===== config.mk =====
export PLATFORM = sky130hd
export DESIGN_NAME = score_bcd_multiplex_flat
export DESIGN_NICKNAME = d
export VERILOG_FILES = /design/src/rtl/score_bcd_multiplex_if.sv /design/src/rtl/score_bcd_multiplex.sv /design/src/flat_wrapper.sv
export SDC_FILE = /design/constraint.sdc
export NUM_CORES = 1
export LEC_CHECK = 0
export ABC_CLOCK_PERIOD_IN_PS = 5070
export BUFFER_PORTS_ARGS = -buffer_cell sky130_fd_sc_hd__buf_2
export CAP_MARGIN = 20
export CORE_ASPECT_RATIO = 0.8
export CORE_MARGIN = 2
export CORE_UTILIZATION = 53
export CTS_CLUSTER_SIZE = 14
export DETAILED_ROUTE_END_ITERATION = 10
export PLACE_DENSITY = 0.76
export SLEW_MARGIN = 20
export SYNTH_ARGS = -nofsm -noshare
export SYNTH_HDL_FRONTEND = slang
export SYNTH_SLANG_ARGS = --single-unit

===== constraint.sdc =====
create_clock -name CLK -period 5.07 [get_ports CLK]
set_clock_uncertainty 0.2 [all_clocks]
set_input_delay 0.2535 -clock CLK [delete_from_list [all_inputs] [get_ports CLK]]
set_output_delay 0.2535 -clock CLK [all_outputs]
set_load 0.02 [all_outputs]

===== src/rtl/score_bcd_multiplex_if.sv =====
// Bus between the game FSM, the score/strobe block and the 7-segment driver.
// The game FSM side is the master; the score block is the slave.
interface score_bcd_multiplex_if #(
  parameter int unsigned NUM_DIGITS = 4
);
  localparam int unsigned SEL_W = (NUM_DIGITS > 1) ? $clog2(NUM_DIGITS) : 1;

  logic                    TARGET_ATE;
  logic [3:0]              POINTS;
  logic                    GAME_OVER;
  logic                    CLEAR;
  logic                    SHOW_HIGH;
  logic [SEL_W-1:0]        STROBE_COUNT;
  logic [3:0]              SCORE_COUNT;
  logic                    DIGIT_BLANK;
  logic [4*NUM_DIGITS-1:0] SCORE_BCD;
  logic [4*NUM_DIGITS-1:0] HIGH_BCD;
  logic                    SATURATED;

  modport master (
    output TARGET_ATE, POINTS, GAME_OVER, CLEAR, SHOW_HIGH,
    input  STROBE_COUNT, SCORE_COUNT, DIGIT_BLANK, SCORE_BCD, HIGH_BCD, SATURATED
  );

  modport slave (
    input  TARGET_ATE, POINTS, GAME_OVER, CLEAR, SHOW_HIGH,
    output STROBE_COUNT, SCORE_COUNT, DIGIT_BLANK, SCORE_BCD, HIGH_BCD, SATURATED
  );
endinterface


===== src/rtl/score_bcd_multiplex.sv =====
// N-digit saturating BCD score with high-score register and a strobed,
// leading-zero-blanked digit output for a multiplexed 7-segment display.
module score_bcd_multiplex #(
  parameter int unsigned NUM_DIGITS = 4,
  parameter int unsigned STROBE_DIV = 100000
) (
  input logic                   CLK,
  input logic                   RESET,
  score_bcd_multiplex_if.slave  bus
);
  localparam int unsigned SEL_W   = (NUM_DIGITS > 1) ? $clog2(NUM_DIGITS) : 1;
  localparam int unsigned PRE_W   = $clog2(STROBE_DIV);
  localparam int unsigned SCORE_W = 4 * NUM_DIGITS;

  logic [PRE_W-1:0]   pre_q, pre_d;
  logic [SEL_W-1:0]   strobe_q, strobe_d;
  logic [SCORE_W-1:0] score_q, score_d;
  logic [SCORE_W-1:0] high_q, high_d;
  logic               sat_q, sat_d;

  logic [3:0]         addend;
  logic [4:0]         dig_sum;
  logic               carry;
  logic [SCORE_W-1:0] sum_bcd;
  logic [SCORE_W-1:0] src;
  logic [3:0]         digit;
  logic               upper_zero;

  // Decimal ripple add of the clamped points value into the live score.
  always_comb begin
    addend  = (bus.POINTS > 4'd9) ? 4'd9 : bus.POINTS;
    carry   = 1'b0;
    dig_sum = '0;
    sum_bcd = '0;
    for (int k = 0; k < NUM_DIGITS; k++) begin
      dig_sum = {1'b0, score_q[4*k +: 4]} + {1'b0, ((k == 0) ? addend : 4'd0)} + {4'd0, carry};
      if (dig_sum > 5'd9) begin
        sum_bcd[4*k +: 4] = 4'(dig_sum - 5'd10);
        carry             = 1'b1;
      end else begin
        sum_bcd[4*k +: 4] = dig_sum[3:0];
        carry             = 1'b0;
      end
    end
  end

  always_comb begin
    score_d  = score_q;
    sat_d    = sat_q;
    high_d   = high_q;
    pre_d    = pre_q + 1'b1;
    strobe_d = strobe_q;

    // Compare against the registered score so a same-cycle add or clear is not seen.
    if (bus.GAME_OVER && (score_q > high_q)) begin
      high_d = score_q;
    end

    if (bus.CLEAR) begin
      score_d = '0;
      sat_d   = 1'b0;
    end else if (bus.TARGET_ATE) begin
      if (carry) begin
        score_d = {NUM_DIGITS{4'h9}};
        sat_d   = 1'b1;
      end else begin
        score_d = sum_bcd;
      end
    end

    if (pre_q == PRE_W'(STROBE_DIV - 1)) begin
      pre_d    = '0;
      strobe_d = (strobe_q == SEL_W'(NUM_DIGITS - 1)) ? '0 : strobe_q + 1'b1;
    end
  end

  always_ff @(posedge CLK or posedge RESET) begin
    if (RESET) begin
      pre_q    <= '0;
      strobe_q <= '0;
      score_q  <= '0;
      high_q   <= '0;
      sat_q    <= 1'b0;
    end else begin
      pre_q    <= pre_d;
      strobe_q <= strobe_d;
      score_q  <= score_d;
      high_q   <= high_d;
      sat_q    <= sat_d;
    end
  end

  // Digit select plus leading-zero detection over the selected digit and everything above.
  always_comb begin
    src        = bus.SHOW_HIGH ? high_q : score_q;
    digit      = '0;
    upper_zero = 1'b1;
    for (int k = 0; k < NUM_DIGITS; k++) begin
      if (strobe_q == SEL_W'(k)) begin
        digit = src[4*k +: 4];
      end
      if ((SEL_W'(k) >= strobe_q) && (src[4*k +: 4] != 4'd0)) begin
        upper_zero = 1'b0;
      end
    end
  end

  assign bus.STROBE_COUNT = strobe_q;
  assign bus.SCORE_COUNT  = digit;
  assign bus.DIGIT_BLANK  = (strobe_q != '0) && upper_zero;
  assign bus.SCORE_BCD    = score_q;
  assign bus.HIGH_BCD     = high_q;
  assign bus.SATURATED    = sat_q;

endmodule


===== src/flat_wrapper.sv =====
// flat-port wrapper written by rule: the top's interface ports become plain ports
module score_bcd_multiplex_flat 
#(
  parameter int unsigned NUM_DIGITS = 4,
  parameter int unsigned STROBE_DIV = 100000
)
  (CLK, RESET, bus_TARGET_ATE, bus_POINTS, bus_GAME_OVER, bus_CLEAR, bus_SHOW_HIGH, bus_STROBE_COUNT, bus_SCORE_COUNT, bus_DIGIT_BLANK, bus_SCORE_BCD, bus_HIGH_BCD, bus_SATURATED);
  score_bcd_multiplex_if #(.NUM_DIGITS(NUM_DIGITS)) bus_i ();
  input logic CLK;
  input logic RESET;
  input wire logic [$bits(bus_i.TARGET_ATE)-1:0] bus_TARGET_ATE;
  input wire logic [$bits(bus_i.POINTS)-1:0] bus_POINTS;
  input wire logic [$bits(bus_i.GAME_OVER)-1:0] bus_GAME_OVER;
  input wire logic [$bits(bus_i.CLEAR)-1:0] bus_CLEAR;
  input wire logic [$bits(bus_i.SHOW_HIGH)-1:0] bus_SHOW_HIGH;
  output wire logic [$bits(bus_i.STROBE_COUNT)-1:0] bus_STROBE_COUNT;
  output wire logic [$bits(bus_i.SCORE_COUNT)-1:0] bus_SCORE_COUNT;
  output wire logic [$bits(bus_i.DIGIT_BLANK)-1:0] bus_DIGIT_BLANK;
  output wire logic [$bits(bus_i.SCORE_BCD)-1:0] bus_SCORE_BCD;
  output wire logic [$bits(bus_i.HIGH_BCD)-1:0] bus_HIGH_BCD;
  output wire logic [$bits(bus_i.SATURATED)-1:0] bus_SATURATED;
  assign bus_i.TARGET_ATE = bus_TARGET_ATE;
  assign bus_i.POINTS = bus_POINTS;
  assign bus_i.GAME_OVER = bus_GAME_OVER;
  assign bus_i.CLEAR = bus_CLEAR;
  assign bus_i.SHOW_HIGH = bus_SHOW_HIGH;
  assign bus_STROBE_COUNT = bus_i.STROBE_COUNT;
  assign bus_SCORE_COUNT = bus_i.SCORE_COUNT;
  assign bus_DIGIT_BLANK = bus_i.DIGIT_BLANK;
  assign bus_SCORE_BCD = bus_i.SCORE_BCD;
  assign bus_HIGH_BCD = bus_i.HIGH_BCD;
  assign bus_SATURATED = bus_i.SATURATED;
  score_bcd_multiplex #(.NUM_DIGITS(NUM_DIGITS), .STROBE_DIV(STROBE_DIV)) u_core (.CLK(CLK), .RESET(RESET), .bus(bus_i));
endmodule

==> metrics.txt, run 1 <==
vias=3287; fin crit period=4.87 ns; Leak Pwr=2.19 nW; initial DRC count=182; main flop type after synthesis=dfrtp_1; NumNets Final=526; Worst Reg-to-Reg Cells=24; Synth top cells by count=dfrtp_1 (52), nor2_1 (37), ha_1 (35), nand2_1 (33), inv_1 (29); Ports=50; CTS max path bufs=2; Core Rows=27; sequential cell area=1300 µm²; unique cell type count in the Yosys netlist=55; Fin. Hold Viols=0; type of origin of the critical path=register; Routability Congestion=0.890; Max Clk Rate=205 MHz; Area Growth Syn to Fin=22.9%; Post-Route WL=9.66 mm; area of the multi-input gates=2470 µm²; max-slew violations=0; Worst Hold Launch=bus_CLEAR; # diodes=0; Avg Cell Area, Syn=9.37 µm²; share of cells above drive strength 1=31.4%; antenna violations before repair=0; number of synthesized flops with an enable pin=0; Routed wire per std cell=17.0 µm; worst path required time=5.10 ns; hold crit path type=input port to register; unrepaired setup endpoints after global routing=yes; Die Area=7760 µm²; die width=98.0 µm; Vias/cell=5.79; Worst Setup SP=u_core.bus.SCORE_BCD[0]; top cell type's share of synthesized area=34.7%; Clock Root Buffer=clkbuf_8; Cell Area, Synth=3750 µm²; CP endpoint kind=register; relative slew slack=50.6%; reg2reg setup slack=0.20 ns; Pwr per Cell Area=302 nW/µm²; met3 wire length=559 µm; register area share after synthesis=34.7%; Die H=79.2 µm; CTS sink count=52; Synth area leader=dfrtp_1; pre-CTS WS=-0.161 ns; CTS Buf Count=5; IR drop worst, VDD=0.139 mV; Hold Crit Depth=2; met2 routed WL=4.64 mm; flops & latches, synth=52; antenna-violating nets left=0; Crit path arrival time=4.90 ns; Clk pin slew, worst setup/hold paths=0.11 ns; CTS H-tree depth=2; leading post-synthesis cells by cell area=dfrtp_1 (35%), ha_1 (12%), mux2_2 (5.1%); GRT Total Usage=25.3%; max cap viols=0; DRT met1 WL=4.20 mm; number of global-route vias before repair=3298; first-pass GRT wire length=15.8 mm; # fillers=545; Layout Cell Area excl Fill=4610 µm²; top-count cell post-synth=dfrtp_1; CP Max Fanout=7; Post-Syn Instances=400; global route total overflow=0; Starting Density=54.6%; Worst-Margin Slew=0.741 ns; Crit Reg-Reg Startpoint=u_core.bus.SCORE_BCD[0]; largest net degree at the start of global routing=53; ys async rst share=100%; Clock Latency Late Sink=0.33 ns; top layer in use=met4; Final setup viols=0; CTS tree=yes; HPWL after DPL=7.20 mm; critical path class=register to register; Synth warnings=0; first-pass detailed-route iteration total=4; post-route setup slack=0.200 ns; Cell Area, Placed=4430 µm²; final period utilization=96.1%; port bufs=49; total power=1.39 mW; status=finished, final reports clean; Mapped Nets=446; Core Box Area=6860 µm²; DRC violation count after routing=0
## where the power goes
| group | switching [mW] | internal (mW) | total, mW |
|---|---|---|---|
| clock network | 0.159 | 0.101 | 0.260 |
| registers | 0.0543 | 0.455 | 0.509 |
| logic | 0.338 | 0.286 | 0.624 |
| total | 0.551 | 0.842 | 1.39 |
## registers in the layout, summed over array words and instances, names as in the netlist
name,count
u_core.bus.SATURATED,1
u_core.bus.STROBE_COUNT,2
u_core.pre_q,17
u_core.bus.HIGH_BCD,16
u_core.bus.SCORE_BCD,16
## path summary, 6_finish.rpt
check	endpoint
max	u_core.bus.SCORE_BCD[14]
min	u_core.bus.SCORE_BCD[4]
max reg2reg	u_core.bus.SCORE_BCD[14]
min reg2reg	u_core.pre_q[11]
max in group asynchronous	u_core.bus.SCORE_BCD[0]
min in group asynchronous	u_core.bus.HIGH_BCD[9]
## metal layers
layer / track usage [%] / up-vias
met5: 0 / -
met4: 9.58 / 0
met3: 4.23 / 23
met2: 43.1 / 90
met1: 32.5 / 1585
li1: - / 1589
## metrics by stage
step	TNS, ns	utilization, %	hold WS (ns)	instances
after global routing	-0.0133	67.2	0.0734	568
after detailed placement	-1.18	64.6	0.277	557
after floorplan	0	-	0.248	400
final	0	67.2	0.0819	568
after global placement	0	64.6	0.267	557
after CTS	0	66.2	0.0674	566
## kinds of logic after synthesis
kind of cell | synth area share, %
flip-flops | 34.7
buffers and inverters | 4.67
XOR/XNOR | 4.91
AO/OA/AOI/OAI | 14.2
multiplexers | 11.5
adder cells (fa/ha/maj) | 12.2
AND/OR/NAND/NOR | 17.7
## layout make-up
class	instances	share of cell area, %
clock inverters	3	0.543
inverters	29	2.36
multi-input cells	306	53.5
repair buffers	86	11.4
flip-flops and latches	52	28.3
well taps	87	2.36
clock buffers	5	1.49
## worst max-delay path, stage by stage (launching register included)
cell and delay (ns):
dfrtp_2 0.39, ha_4 0.14, inv_2 0.04, fa_2 0.42, xor2_2 0.16, nand2_1 0.09, nand2_1 0.07, nand3_1 0.08
ha_2 0.21, ha_4 0.29, o21ai_2 0.05, or2_4 0.27, a2bb2oi_4 0.15, ha_4 0.16, ha_4 0.21, o21ai_2 0.11
nor2_1 0.05, o22a_2 0.24, ha_4 0.17, ha_4 0.27, nand2b_4 0.13, a31oi_4 0.12, o31ai_4 0.42, o22ai_1 0.11
a22o_1 0.21
## cell usage in the layout, fill, tap and decap left out, types with 3 or more instances in the layout
cell,instances
dfrtp_1,51
nor4_1,3
ha_1,28
o21ai_0,23
ha_4,6
a21oi_1,11
buf_4,36
nor2b_1,7
or4_1,3
nor2_1,35
o22ai_1,3
nor3_1,7
clkbuf_8,5
mux2i_1,12
nand4_1,7
mux2_4,8
xnor2_1,11
nand3_1,12
a211oi_1,6
nand2b_1,10
xor2_1,9
buf_2,49
nand2_1,33
a21o_1,4
inv_1,27
o21ai_2,3
mux2_2,17
## repair_timing
item / CTS / global route
pin swaps: 2 / 16
resized for setup: 1 / 14
setup buffers: 0 / 3
hold buffers: 1 / 0
setup endpoints to repair: 4 / 16
hold endpoints to repair: 52 / 0
Note: power is estimated with default switching activity, not from simulation.
==> run 2: changes to the inputs <==
Settings changed: ABC_AREA set to 1, SLEW_MARGIN 20 to unset.
==> run 2 against run 1 <==
Against the previous run:
- power fell by 12%
- flip-flop and latch count unchanged
- critical endpoint is now u_core.bus.SCORE_BCD[8]
- via count up 5.9%
- synthesized cell count increased by 27%
==> metrics.txt, run 2 <==
number of synthesized flops with an enable pin=0 (unchanged); Die Area=7610 µm² (-2.0%); worst path required time=5.08 ns (-0.02 ns); Clk pin slew, worst setup/hold paths=0.10 ns (about the same); die width=97.0 µm (-1.0%); total power=1.23 mW (-12%); Clock Latency Late Sink=0.32 ns (about the same); register area share after synthesis=35.5% (+0.73 points); # diodes=0 (unchanged); Vias/cell=5.33 (-7.9%); Synth top cells by count=nand2_1 (141), inv_1 (75), dfrtp_1 (52), nand3_1 (45), o21ai_0 (41); global route total overflow=0 (unchanged); Ports=50 (unchanged); Clock Root Buffer=clkbuf_8; max reg flops=17 (unchanged); critical path class=register to register; Pwr per Cell Area=290 nW/µm² (-4.0%); IR drop worst, VDD=0.198 mV (+42%); hold crit path type=input port to async pin; DRC violation count after routing=0 (unchanged); largest net degree at the start of global routing=53 (unchanged); first-pass GRT wire length=15.2 mm (-3.8%); CP endpoint kind=register; CTS tree=yes; CP Max Fanout=5 (-2); final period utilization=94.5% (-1.6 points); Post-Syn Instances=508 (+27%); Post-Route WL=9.20 mm (-4.8%); Core Rows=27 (unchanged); number of global-route vias before repair=3278 (-0.61%); vias=3482 (+5.9%); Starting Density=54.0% (-0.60 points); Leak Pwr=2.33 nW (+6.4%); share of cells above drive strength 1=16.6% (-15 points); first-pass detailed-route iteration total=4 (unchanged); Area Growth Syn to Fin=15.0%; Mapped Nets=554 (+24%); top cell type's share of synthesized area=35.5% (+0.73 points); HPWL after DPL=6.95 mm (-3.5%); Final setup viols=0 (unchanged); relative slew slack=48.6% (-2.0 points); CTS H-tree depth=2 (unchanged); fin crit period=4.79 ns (-0.0792 ns); Core Box Area=6790 µm² (-0.99%); Worst-Margin Slew=0.764 ns (+0.0226 ns); max cap viols=0 (unchanged); flops & latches, synth=52 (unchanged); Avg Cell Area, Syn=7.22 µm² (-23%); Die H=78.4 µm (-0.99%); antenna-violating nets left=0 (unchanged); max-slew violations=0 (unchanged); CTS max path bufs=2 (unchanged); CTS Buf Count=5 (unchanged); GRT Total Usage=24.7% (-0.58 points); main flop type after synthesis=dfrtp_1; initial DRC count=177 (-2.7%); Crit path arrival time=4.80 ns (-0.10 ns); ys async rst share=100% (unchanged); top-count cell post-synth=nand2_1; Cell Area, Synth=3670 µm² (-2.1%); type of origin of the critical path=register; Synth warnings=0 (unchanged); commonest non-fill, non-tap cells in the layout=nand2_1 (140), inv_1 (73), dfrtp_1 (52); Routability Congestion=0.925 (+4.0%); leading post-synthesis cells by cell area=dfrtp_1 (35%), nand2_1 (14%), ha_1 (12%); unique cell type count in the Yosys netlist=32 (-42%); Routed wire per std cell=14.1 µm (-17%); NumNets Final=611 (+16%); antenna violations before repair=0 (unchanged); Synth area leader=dfrtp_1; commonest non-fill, non-tap cell in the layout=nand2_1; status=finished, final reports clean; Most flops, register=u_core.pre_q; final core occ=62.1% (-5.0 points); Max Clk Rate=209 MHz (+1.7%); Fin. Hold Viols=0 (unchanged); CTS sink count=52 (unchanged); port bufs=49 (unchanged)
[run 2: cell types whose count changed in the layout (fill, tap and decap cells not counted), moves of 7 or more]
cell	change
buf_4	-29
inv_1	+46
mux2_2	-17
mux2_4	-8
mux2i_1	-12
nand2_1	+107
nand2b_1	-10
nand3_1	+32
nor2b_1	-7
o21ai_0	+17
xnor2_1	-10
[run 2: final cells by class]
class                   instances  area (µm²)
flip-flops and latches         52        1300
clock buffers                   6        82.6
inverters                      79         297
multi-input cells             367        2070
fillers                       596        2570
repair buffers                 60         348
well taps                      87         109
clock inverters                 2        13.8
[run 2: stage by stage]
stage	hold slack (ns)	cells	setup TNS [ns]	worst slack, ns	instance area (µm²)
after floorplan	0.117	508	0	0.286	3670
after global routing	0.204	653	-0.00827	-0.00827	4220
after detailed placement	0.242	639	-4.47	-0.353	4000
after CTS	0.0436	649	0	0.0227	4130
final	0.201	653	0	0.279	4220
after global placement	0.236	639	0	0.104	4000
[run 2: report_power, final]
group | internal (mW) | switching, mW | leakage (nW)
Sequential | 0.439 | 0.0319 | 0.707
Combinational | 0.151 | 0.346 | 1.57
Clock | 0.112 | 0.146 | 0.0516
Total | 0.702 | 0.523 | 2.33
[run 2: repair_timing]
item | CTS | global route
setup buffers | 0 | 2
endpoints found under the hold margin | 1 | 12
setup endpoints to repair | 12 | 16
hold buffers | 2 | 1
gates resized for setup | 3 | 13
gates cloned | 0 | 0
pin swaps | 0 | 3
[run 2: logic make-up after synthesis]
| family | Yosys count | share of synthesized area, % |
|---|---|---|
| xor+xnor | 9 | 2.15 |
| compound gates | 69 | 10.3 |
| buf+inv | 89 | 9.68 |
| simple gates | 253 | 29.9 |
| fa+ha+maj | 36 | 12.5 |
| flops | 52 | 35.5 |
[run 2: critical path: stages (launching register included)]
cell	delay [ns]
dfrtp_1	0.39
ha_2	0.20
inv_1	0.06
fa_2	0.34
or2_1	0.26
nand3_2	0.09
inv_1	0.06
o21ai_2	0.16
ha_2	0.20
ha_2	0.27
inv_1	0.11
nand2_1	0.09
nand2_1	0.09
nand2_1	0.10
ha_2	0.21
ha_2	0.19
xnor2_2	0.15
nand2_1	0.09
nand2_1	0.07
nand2_1	0.10
ha_1	0.22
ha_2	0.20
xnor2_2	0.16
o211ai_1	0.13
nand2_2	0.14
inv_1	0.11
o21ai_0	0.20
nand2_1	0.08
[run 2: final timing paths]
| kind | endpoint | from | slack, ns | cells after the start |
|---|---|---|---|---|
| hold reg to reg | u_core.pre_q[0] | u_core.pre_q[0] | 0.28 | 1 |
| setup / recovery | u_core.bus.SCORE_BCD[8] | u_core.bus.SCORE_BCD[0] | 0.28 | 27 |
| min in group CLK | u_core.bus.SCORE_BCD[0] | bus_POINTS[0] | 0.26 | 6 |
| setup reg to reg | u_core.bus.SCORE_BCD[8] | u_core.bus.SCORE_BCD[0] | 0.28 | 27 |
| max in group asynchronous | u_core.pre_q[12] | RESET | 3.97 | 4 |
| hold / removal | u_core.pre_q[2] | RESET | 0.20 | 3 |
[run 2: metal layers]
metal / wire length (µm) / global-route usage [%]
met4: 173 / 8.31
met5: 0 / 0
met1: 4450 / 34.9
met2: 4030 / 39.1
met3: 541 / 3.92
==> run 3: changes to the inputs <==
Settings changed: CELL_PAD_IN_SITES_DETAIL_PLACEMENT set to 1, CELL_PAD_IN_SITES_GLOBAL_PLACEMENT set to 2, CORE_UTILIZATION 53 to 30, CTS_CLUSTER_SIZE 14 to 40.
==> run 3 against run 2 <==
Against the previous run:
- via count up 0.98%
- critical endpoint is now u_core.bus.SCORE_BCD[2]
- sequential share of layout area shrank 1.2 points
- clock-buffer cell count fell by 1
- largest power group unchanged
- utilization fell by 26 points
- power is 10% higher
- global-route usage fell by 6.8 points
==> metrics.txt, run 3 (same netlist as run 2, synthesis figures left out) <==
status=finished, final reports clean; unrepaired setup endpoints after global routing=no; port bufs=49 (unchanged); # fillers=1521 (+160%); final core occ=36.4% (-26 points); type of origin of the critical path=register; CTS sink count=52 (unchanged); sequential cell area=1300 µm² (unchanged); Crit path arrival time=4.79 ns (about the same); Hold Worst Slack=0.268 ns (+0.0668 ns); Clock Latency Late Sink=0.31 ns (about the same); CTS max path bufs=2 (unchanged); Ports=50 (unchanged); Critical Path Most Common Cell=nand2_1; # diodes=0 (unchanged); first-pass detailed-route iteration total=4 (unchanged); Comb pwr share=39.6% (-1.0 points); pre-CTS WS=-0.223 ns (+0.130 ns); max reg flops=17 (unchanged); GRT Total Usage=17.9% (-6.8 points); Fin. Hold Viols=0 (unchanged); area of the multi-input gates=2060 µm² (-0.30%); fin crit period=4.74 ns (-0.0503 ns); HPWL after DPL=8.55 mm (+23%); max-slew violations=0 (unchanged); global route total overflow=0 (unchanged); worst path required time=5.12 ns (+0.04 ns); CTS tree=yes; Pwr per Cell Area=307 nW/µm² (+5.9%); final std cells w/o fill=726 (+11%); number of global-route vias before repair=3599 (+9.8%); CTS H-tree depth=2 (unchanged); Routability Congestion=0.778 (-16%); commonest non-fill, non-tap cell in the layout=nand2_1; CP endpoint kind=register; Post-Route WL=11.0 mm (+20%); largest net degree at the start of global routing=53 (unchanged); commonest non-fill, non-tap cells in the layout=nand2_1 (138), inv_1 (73), dfrtp_1 (52); sw frac=42.2% (-0.50 points); Clock Root Buffer=clkbuf_16; Starting Density=30.4% (-24 points); Layout Cell Area excl Fill=4390 µm² (+4.1%); CTS Buf Count=5 (unchanged); max cap viols=0 (unchanged); DRC violation count after routing=0 (unchanged); Core Rows=36 (+33%); Int Pwr=780 µW (+11%); reg2reg setup slack=0.33 ns (+0.05 ns); Core Box Area=12100 µm² (+78%); Max stage delay on crit path=0.41 ns (+0.02 ns); Routed wire per std cell=15.2 µm (+7.8%); Worst-Margin Slew=0.914 ns (+0.150 ns); Final setup viols=0 (unchanged); antenna violations before repair=0 (unchanged); NetSw=570 µW (+8.9%); vias=3516 (+0.98%); share of cells above drive strength 1=17.8% (+1.2 points); Cell Area, Placed=4130 µm² (+3.2%); Max Clk Rate=211 MHz (+1.1%); relative slew slack=38.5% (-10 points); Area Growth Syn to Fin=19.6%; final period utilization=93.5% (-0.99 points); IR drop worst, VDD=0.150 mV (-24%); Leak Pwr=2.38 nW (+2.1%); die width=128 µm (+32%); Clk pin slew, worst setup/hold paths=0.07 ns (-0.03 ns); dpl cells=710 (+11%); Most flops, register=u_core.pre_q; Vias/cell=4.84 (-9.2%); antenna-violating nets left=0 (unchanged); post-route setup slack=0.329 ns (+0.0503 ns); first-pass GRT wire length=18.2 mm (+20%); CP Max Fanout=6 (+1); critical path class=register to register; clock share of power=25.9% (+4.9 points); Die H=103 µm (+31%); initial DRC count=112 (-37%); sequential group share of total power=34.6% (-3.8 points); hold crit path type=input port to register; Die Area=13100 µm² (+73%); CP max stage cell=dfrtp_1; NumNets Final=620 (+1.5%)
[run 3: cell types whose count changed in the layout (fill, tap and decap cells not counted), moves of 2 or more]
cell | before | now
buf_4 | 7 | 17
clkbuf_16 | 0 | 5
clkbuf_8 | 6 | 0
nand2_1 | 140 | 138
nand2_2 | 4 | 6
[run 3: routing by layer]
metal / track usage [%] / share of wire, %
met5: 0 / 0
met4: 6.76 / 1.5
met3: 3.01 / 2.9
met2: 27.2 / 43
met1: 25.6 / 53
[run 3: timing repair]
action                                 4_1_cts  5_1_grt
setup endpoints to repair                   10       16
hold buffers                                 3        0
endpoints found under the hold margin       53        0
resized for setup                            2       15
gates cloned                                 0        0
pin swaps                                    0        4
buffers inserted                             0        6
[run 3: per-stage QoR]
step | power [mW] | setup TNS (ns)
5_1_grt | 1.45 | 0
6_report | 1.35 | 0
2_1_floorplan | 0.835 | 0
4_1_cts | 1.36 | 0
3_3_place_gp | 0.995 | 0
3_5_place_dp | 1.00 | -2.03
[run 3: final cells by class]
| class | count | area share, % |
|---|---|---|
| well taps | 152 | 4.33 |
| inverters | 79 | 6.75 |
| multi-input cells | 367 | 47.0 |
| clock buffers | 5 | 2.85 |
| repair buffers | 69 | 9.18 |
| flip-flops and latches | 52 | 29.6 |
| clock inverters | 2 | 0.285 |
[run 3: path summary, 6_finish.rpt]
kind	startpoint	end	cells past startpoint
setup / recovery	u_core.bus.SCORE_BCD[0]	u_core.bus.SCORE_BCD[2]	28
hold / removal	bus_POINTS[0]	u_core.bus.SCORE_BCD[0]	6
setup reg to reg	u_core.bus.SCORE_BCD[0]	u_core.bus.SCORE_BCD[2]	28
hold reg to reg	u_core.pre_q[0]	u_core.pre_q[0]	1
max in group asynchronous	RESET	u_core.bus.SCORE_BCD[2]	4
min in group asynchronous	RESET	u_core.pre_q[0]	4
[run 3: critical path: cells and delay by family, from the launching register on]
kind	cells	cell delay, ns
AND/OR/NAND/NOR	12	1.30
AO/OA/AOI/OAI	2	0.25
flip-flops	1	0.41
adder cells (fa/ha/maj)	8	1.75
XOR/XNOR	3	0.48
buffers and inverters	3	0.29
[run 3: power groups by stage]
stage / sequential [mW] / clock, mW / combinational [mW]
6_report: 0.467 / 0.349 / 0.534
3_5_place_dp: 0.476 / 0 / 0.526
3_3_place_gp: 0.475 / 0 / 0.519
2_1_floorplan: 0.500 / 0 / 0.335
4_1_cts: 0.468 / 0.364 / 0.529
5_1_grt: 0.471 / 0.382 / 0.596
